$ cat src/rtl/uart_rx_sequencer_if.sv
// uart_rx_sequencer_if: serial line in, shift/load/error strobes out.
// The master modport belongs to the sequencer; the slave modport belongs to its environment.
interface uart_rx_sequencer_if;
    logic rx_i;
    logic shift_en_o;
    logic shift_bit_o;
    logic load_data_out_o;
    logic frame_err_o;
    logic busy_o;
    modport master(input rx_i, output shift_en_o, shift_bit_o, load_data_out_o, frame_err_o, busy_o);
    modport slave(output rx_i, input shift_en_o, shift_bit_o, load_data_out_o, frame_err_o, busy_o);
endinterface

$ cat src/rtl/uart_rx_sequencer.sv
// uart_rx_sequencer: UART receive FSM with start qualification, mid-bit sampling and stop check.
// Defining UART_RX_PARITY_EN adds an even-parity bit between the data bits and the stop bit.
module uart_rx_sequencer #(
    parameter int CLKS_PER_BIT = 16,
    parameter int DATA_BITS    = 8
) (
    input logic clk_i,
    input logic rstb_i,
    uart_rx_sequencer_if.master bus
);
    localparam int CW = $clog2(CLKS_PER_BIT);
    localparam int BW = $clog2(DATA_BITS);
`ifdef UART_RX_PARITY_EN
    localparam bit PAR_EN = 1'b1;
`else
    localparam bit PAR_EN = 1'b0;
`endif
    typedef enum logic [2:0] {IDLE, START, DATA, PARITY, STOP, BREAK} state_t;
    state_t state, state_nxt;
    logic [1:0] sync;
    logic [CW-1:0] cnt, cnt_nxt;
    logic [BW-1:0] bit_cnt, bit_nxt;
    logic par, par_nxt;
    logic rxs, last, half;
    assign rxs  = sync[1];
    assign last = cnt == CW'(CLKS_PER_BIT - 1);
    assign half = cnt == CW'(CLKS_PER_BIT / 2 - 1);
    always_ff @(posedge clk_i or negedge rstb_i) begin
        if (!rstb_i) begin
            sync    <= 2'b11;
            state   <= IDLE;
            cnt     <= '0;
            bit_cnt <= '0;
            par     <= 1'b0;
        end else begin
            sync    <= {sync[0], bus.rx_i};
            state   <= state_nxt;
            cnt     <= cnt_nxt;
            bit_cnt <= bit_nxt;
            par     <= par_nxt;
        end
    end
    // par accumulates the XOR of data and parity bits; nonzero means odd parity
    always_comb begin
        state_nxt           = state;
        cnt_nxt             = cnt + 1'b1;
        bit_nxt             = bit_cnt;
        par_nxt             = par;
        bus.shift_en_o      = 1'b0;
        bus.shift_bit_o     = 1'b0;
        bus.load_data_out_o = 1'b0;
        bus.frame_err_o     = 1'b0;
        bus.busy_o          = state != IDLE;
        case (state)
            IDLE: begin
                cnt_nxt   = '0;
                bit_nxt   = '0;
                par_nxt   = 1'b0;
                state_nxt = rxs ? IDLE : START;
            end
            START: if (half) begin
                cnt_nxt   = '0;
                state_nxt = rxs ? IDLE : DATA;
            end
            DATA: if (last) begin
                cnt_nxt         = '0;
                bus.shift_en_o  = 1'b1;
                bus.shift_bit_o = rxs;
                par_nxt         = par ^ rxs;
                bit_nxt         = bit_cnt + 1'b1;
                if (bit_cnt == BW'(DATA_BITS - 1)) begin
                    bit_nxt   = '0;
                    state_nxt = PAR_EN ? PARITY : STOP;
                end
            end
            PARITY: if (last) begin
                cnt_nxt   = '0;
                par_nxt   = par ^ rxs;
                state_nxt = STOP;
            end
            STOP: if (last) begin
                cnt_nxt             = '0;
                bus.load_data_out_o = rxs && !(PAR_EN && par);
                bus.frame_err_o     = !rxs || (PAR_EN && par);
                state_nxt           = rxs ? IDLE : BREAK;
            end
            BREAK: begin
                cnt_nxt   = '0;
                state_nxt = rxs ? IDLE : BREAK;
            end
            default: state_nxt = IDLE;
        endcase
    end
endmodule

$ cat src/flat_wrapper.sv
// flat-port wrapper written by rule: the top's interface ports become plain ports
module uart_rx_sequencer_flat 
#(
    parameter int CLKS_PER_BIT = 16,
    parameter int DATA_BITS    = 8
)
  (clk_i, rstb_i, bus_rx_i, bus_shift_en_o, bus_shift_bit_o, bus_load_data_out_o, bus_frame_err_o, bus_busy_o);
  uart_rx_sequencer_if bus_i ();
  input logic clk_i;
  input logic rstb_i;
  input wire logic [$bits(bus_i.rx_i)-1:0] bus_rx_i;
  output wire logic [$bits(bus_i.shift_en_o)-1:0] bus_shift_en_o;
  output wire logic [$bits(bus_i.shift_bit_o)-1:0] bus_shift_bit_o;
  output wire logic [$bits(bus_i.load_data_out_o)-1:0] bus_load_data_out_o;
  output wire logic [$bits(bus_i.frame_err_o)-1:0] bus_frame_err_o;
  output wire logic [$bits(bus_i.busy_o)-1:0] bus_busy_o;
  assign bus_i.rx_i = bus_rx_i;
  assign bus_shift_en_o = bus_i.shift_en_o;
  assign bus_shift_bit_o = bus_i.shift_bit_o;
  assign bus_load_data_out_o = bus_i.load_data_out_o;
  assign bus_frame_err_o = bus_i.frame_err_o;
  assign bus_busy_o = bus_i.busy_o;
  uart_rx_sequencer #(.CLKS_PER_BIT(CLKS_PER_BIT), .DATA_BITS(DATA_BITS)) u_core (.clk_i(clk_i), .rstb_i(rstb_i), .bus(bus_i));
endmodule
$ cat config.mk
export PLATFORM = sky130hd
export DESIGN_NAME = uart_rx_sequencer_flat
export DESIGN_NICKNAME = d
export VERILOG_FILES = /design/src/rtl/uart_rx_sequencer_if.sv /design/src/rtl/uart_rx_sequencer.sv /design/src/flat_wrapper.sv
export SDC_FILE = /design/constraint.sdc
export NUM_CORES = 1
export LEC_CHECK = 0
export CAP_MARGIN = 15
export CORE_MARGIN = 2
export CORE_UTILIZATION = 31
export CTS_CLUSTER_SIZE = 28
export DETAILED_ROUTE_END_ITERATION = 10
export PLACE_DENSITY_LB_ADDON = 0.12
export SLEW_MARGIN = 20
export SYNTH_ARGS = -nofsm -noshare
export SYNTH_HDL_FRONTEND = slang
export SYNTH_SLANG_ARGS = --single-unit
$ cat constraint.sdc
create_clock -name clk_i -period 3.85 [get_ports clk_i]
set_input_delay 0.77 -clock clk_i [delete_from_list [all_inputs] [get_ports clk_i]]
set_output_delay 0.77 -clock clk_i [all_outputs]
set_load 0.05 [all_outputs]
==> flow_metrics.tcl <==
set metrics [dict create \
    postCtsSetupRepairBufs 0 \
    net_count_reported_at_finish 85 \
    worstHoldPathType "reg -> reg" \
    drive_gt1_share_pct 15.38 \
    tritoncts_clock_tree "done" \
    final_max_slew_viol_count 0 \
    synth.yosys.seq_area_share_pct 44.08 \
    clock_path_buffers 2 \
    synth_async_sr_flop_share_pct 100.0 \
    synth.ff_latch_count 12 \
    hold_viol 0 \
    gp_congestion 0.7543 \
    post_synth_edffs 0 \
    syn-instance-count 72 \
    grt_first_pass_wirelength_mm 2.290 \
    finalSetupViolations 0 \
    route.vias.total 536 \
    ant_nets 0 \
    required_time_of_the_worst_setup_path_ns 3.08 \
    synthesized_cell_area_sq_um 686.9 \
    worst_path_largest_cell_delay_ns 0.85 \
    max_cap_violations 0 \
    timing.slew.headroom_pct 63.88 \
    critPathLaunchType "flop" \
    synth_top_area_share_pct 36.43 \
    wl_per_cell_microns 11.88 \
    clk-insertion-delay-late_ns 0.26 \
    number_of_warnings_issued_by_yosys 0 \
    dpl_worst_slack_ns 1.020 \
    reg2reg_from "u_core.cnt[0]$_DFF_PN0_" \
    grt_util_all_layers_pct 11.48 \
    max-vdd-ir-drop_mv 0.2377 \
    cts-buffers-inserted 3 \
    ys_types 35 \
    initial_util_pct 31.97 \
    clock_tree.htree_level_count 1 \
    worstHoldStart "u_core.sync[0]$_DFF_PN1_" \
    synth.top_cells.by_area "sky130_fd_sc_hd__dfrtp_1, sky130_fd_sc_hd__dfstp_2, sky130_fd_sc_hd__ha_1" \
    postCtsResizedCells 0 \
    multi_input_gate_area_in_the_final_layout_sq_um 334.1 \
    globalRouteOverflowTotal 0 \
    worst_path_clk_slew_ns 0.08 \
    cts.root.buffer_cell "sky130_fd_sc_hd__clkbuf_4" \
    setup_tns_ns 0 \
    grt_max_degree 20 \
    worstPathArrival_ns 2.36 \
    fp.dieH_microns 51.07 \
    initial_antenna_violation_count 0 \
    via_count_of_the_first_global_routing_pass 510 \
    finalCriticalPeriod_ns 3.130 \
    std_cell_rows 17 \
    num-fill-cells 227 \
    finalCritPeriodShare_pct 81.31 \
    instances_no_fill 106 \
    end_kind "primary output" \
    num_antenna_cells 0 \
    die-width_microns 51.07 \
    totalWireLength_mm 1.259 \
    routed_via_density 5.057 \
    critPathLaunch "u_core.cnt[0]$_DFF_PN0_" \
    leakagePower_nw 0.3291 \
    cts_hold_buffers 0 \
    initialDrtViolationCount 2 \
    yosys-top-cells-count "sky130_fd_sc_hd__dfrtp_1, sky130_fd_sc_hd__nand2_1, sky130_fd_sc_hd__o21ai_0" \
    area_growth_syn_to_layout_pct 14.94 \
    drt_first_pass_iters 2 \
    port-buffer-count 7 \
    run_status "finished, final reports clean" \
    synth_area_per_cell_sq_um 9.540 \
    cts_sinks 12 \
    place.detailed.hpwl_microns 927.7 \
    crit_type "reg -> out" \
    post-route-worst-setup-slack_ns 0.7197 \
    synth_top_cell_by_area "sky130_fd_sc_hd__dfrtp_1" \
    maxClockFrequency_mhz 319.5 \
    boundaryPins 8 \
    final.setup_skew_ns 0.003912 \
    cell_breakdown_of_the_critical_path "ha_1 -> nand3_1 -> nor4_1 -> clkdlybuf4s50_1" \
    die_area_sq_um 2608 \
    synth_most_common_cell "sky130_fd_sc_hd__dfrtp_1" \
    rsz0062_at_grt "false" \
    synth_flop_cell "sky130_fd_sc_hd__dfrtp_1" \
    core_sq_um 2148 \
    critical_path_peak_fanout 7 \
    route.detailed.drc 0 \
    critical-path-slowest-cell "sky130_fd_sc_hd__clkdlybuf4s50_1" \
    mappedNetlistNets 78 \
    pwr_density_cell_nw_per_um2 608.8 \
    place.detailed.instances 102 \
    slew_worst_pin_ns 0.5400 \
    ff_latch_area_sq_um 302.8 \
]
layout by cell type, fill, tap and decap left out, types with 2 or more instances in the layout:
cell type	instances
sky130_fd_sc_hd__a21oi_1	4
sky130_fd_sc_hd__a31o_2	2
sky130_fd_sc_hd__and3_1	2
sky130_fd_sc_hd__clkbuf_4	3
sky130_fd_sc_hd__clkdlybuf4s50_1	7
sky130_fd_sc_hd__dfrtp_1	10
sky130_fd_sc_hd__dfstp_2	2
sky130_fd_sc_hd__ha_1	3
sky130_fd_sc_hd__inv_1	2
sky130_fd_sc_hd__nand2_1	6
sky130_fd_sc_hd__nand3_1	4
sky130_fd_sc_hd__nand3b_1	2
sky130_fd_sc_hd__nor2_1	4
sky130_fd_sc_hd__nor4_1	2
sky130_fd_sc_hd__o21ai_0	5
worst max-delay path: cells and delay by family, from the launching register on:
| family | cells | cell delay [ns] |
|---|---|---|
| flops | 1 | 0.37 |
| fa+ha+maj | 1 | 0.27 |
| buf+inv | 1 | 0.85 |
| simple gates | 2 | 0.60 |
logic make-up (layout without fill, tap and decap cells):
kind of cell	Yosys count	in the layout	synth area share [%]
AND/OR/NAND/NOR	28	28	22.41
AO/OA/AOI/OAI	19	19	18.22
flip-flops	12	12	44.08
buffers and inverters	8	14	7.285
adder cells (fa/ha/maj)	3	3	5.465
XOR/XNOR	2	2	2.551
worst paths after layout:
check	to	slack [ns]	cells past startpoint
min reg2reg	u_core.sync[1]$_DFF_PN1_	0.36	0
min in group asynchronous	u_core.state[2]$_DFFE_PN0P_	0.85	1
max reg2reg	u_core.cnt[1]$_DFF_PN0_	2.29	4
max	bus_frame_err_o	0.72	4
min	u_core.sync[1]$_DFF_PN1_	0.36	0
max in group asynchronous	u_core.sync[1]$_DFF_PN1_	2.63	1
metal layers:
layer | wire [microns] | global-route usage [%] | vias to the layer above
met1 | 639 | 16.54 | 246
met4 | 11 | 5.405 | 0
met5 | 0 | 0 | -
li1 | - | - | 278
met3 | 50 | 2.047 | 2
met2 | 558 | 16.45 | 10
layout make-up:
type / count / area share (%)
multi-input combinational: 52 / 42.31
sequential: 12 / 38.35
timing repair buffer: 7 / 8.875
clock buffer: 4 / 4.596
tap: 28 / 4.437
inverter: 3 / 1.426
power breakdown:
group	switching (W)	total [W]	leakage, nW	internal (W)
clock network	0.0000408	0.0000982	0.0210	0.0000573
registers	0.0000643	0.000228	0.146	0.000164
logic	0.0000801	0.000155	0.162	0.0000745
total	0.000185	0.000481	0.329	0.000295
flip-flops by register name, indices dropped and copies added (netlist names):
signal	cells
u_core.sync	2
u_core.cnt	4
u_core.bit_cnt	3
u_core.state	3
stage by stage:
stage / hold slack, ns / instance area (sq um) / power, W / util [%]
after global routing: 0.3688 / 789.5 / 0.0005284 / 36.75
after floorplan: 0.3452 / 686.9 / 0.0003685 / -
final: 0.3573 / 789.5 / 0.0004806 / 36.75
after detailed placement: 0.3470 / 753.2 / 0.0003867 / 35.06
after CTS: 0.3586 / 789.5 / 0.0004874 / 36.75
after global placement: 0.3454 / 753.2 / 0.0003900 / 35.06
Power figures use the tool's default switching activity.
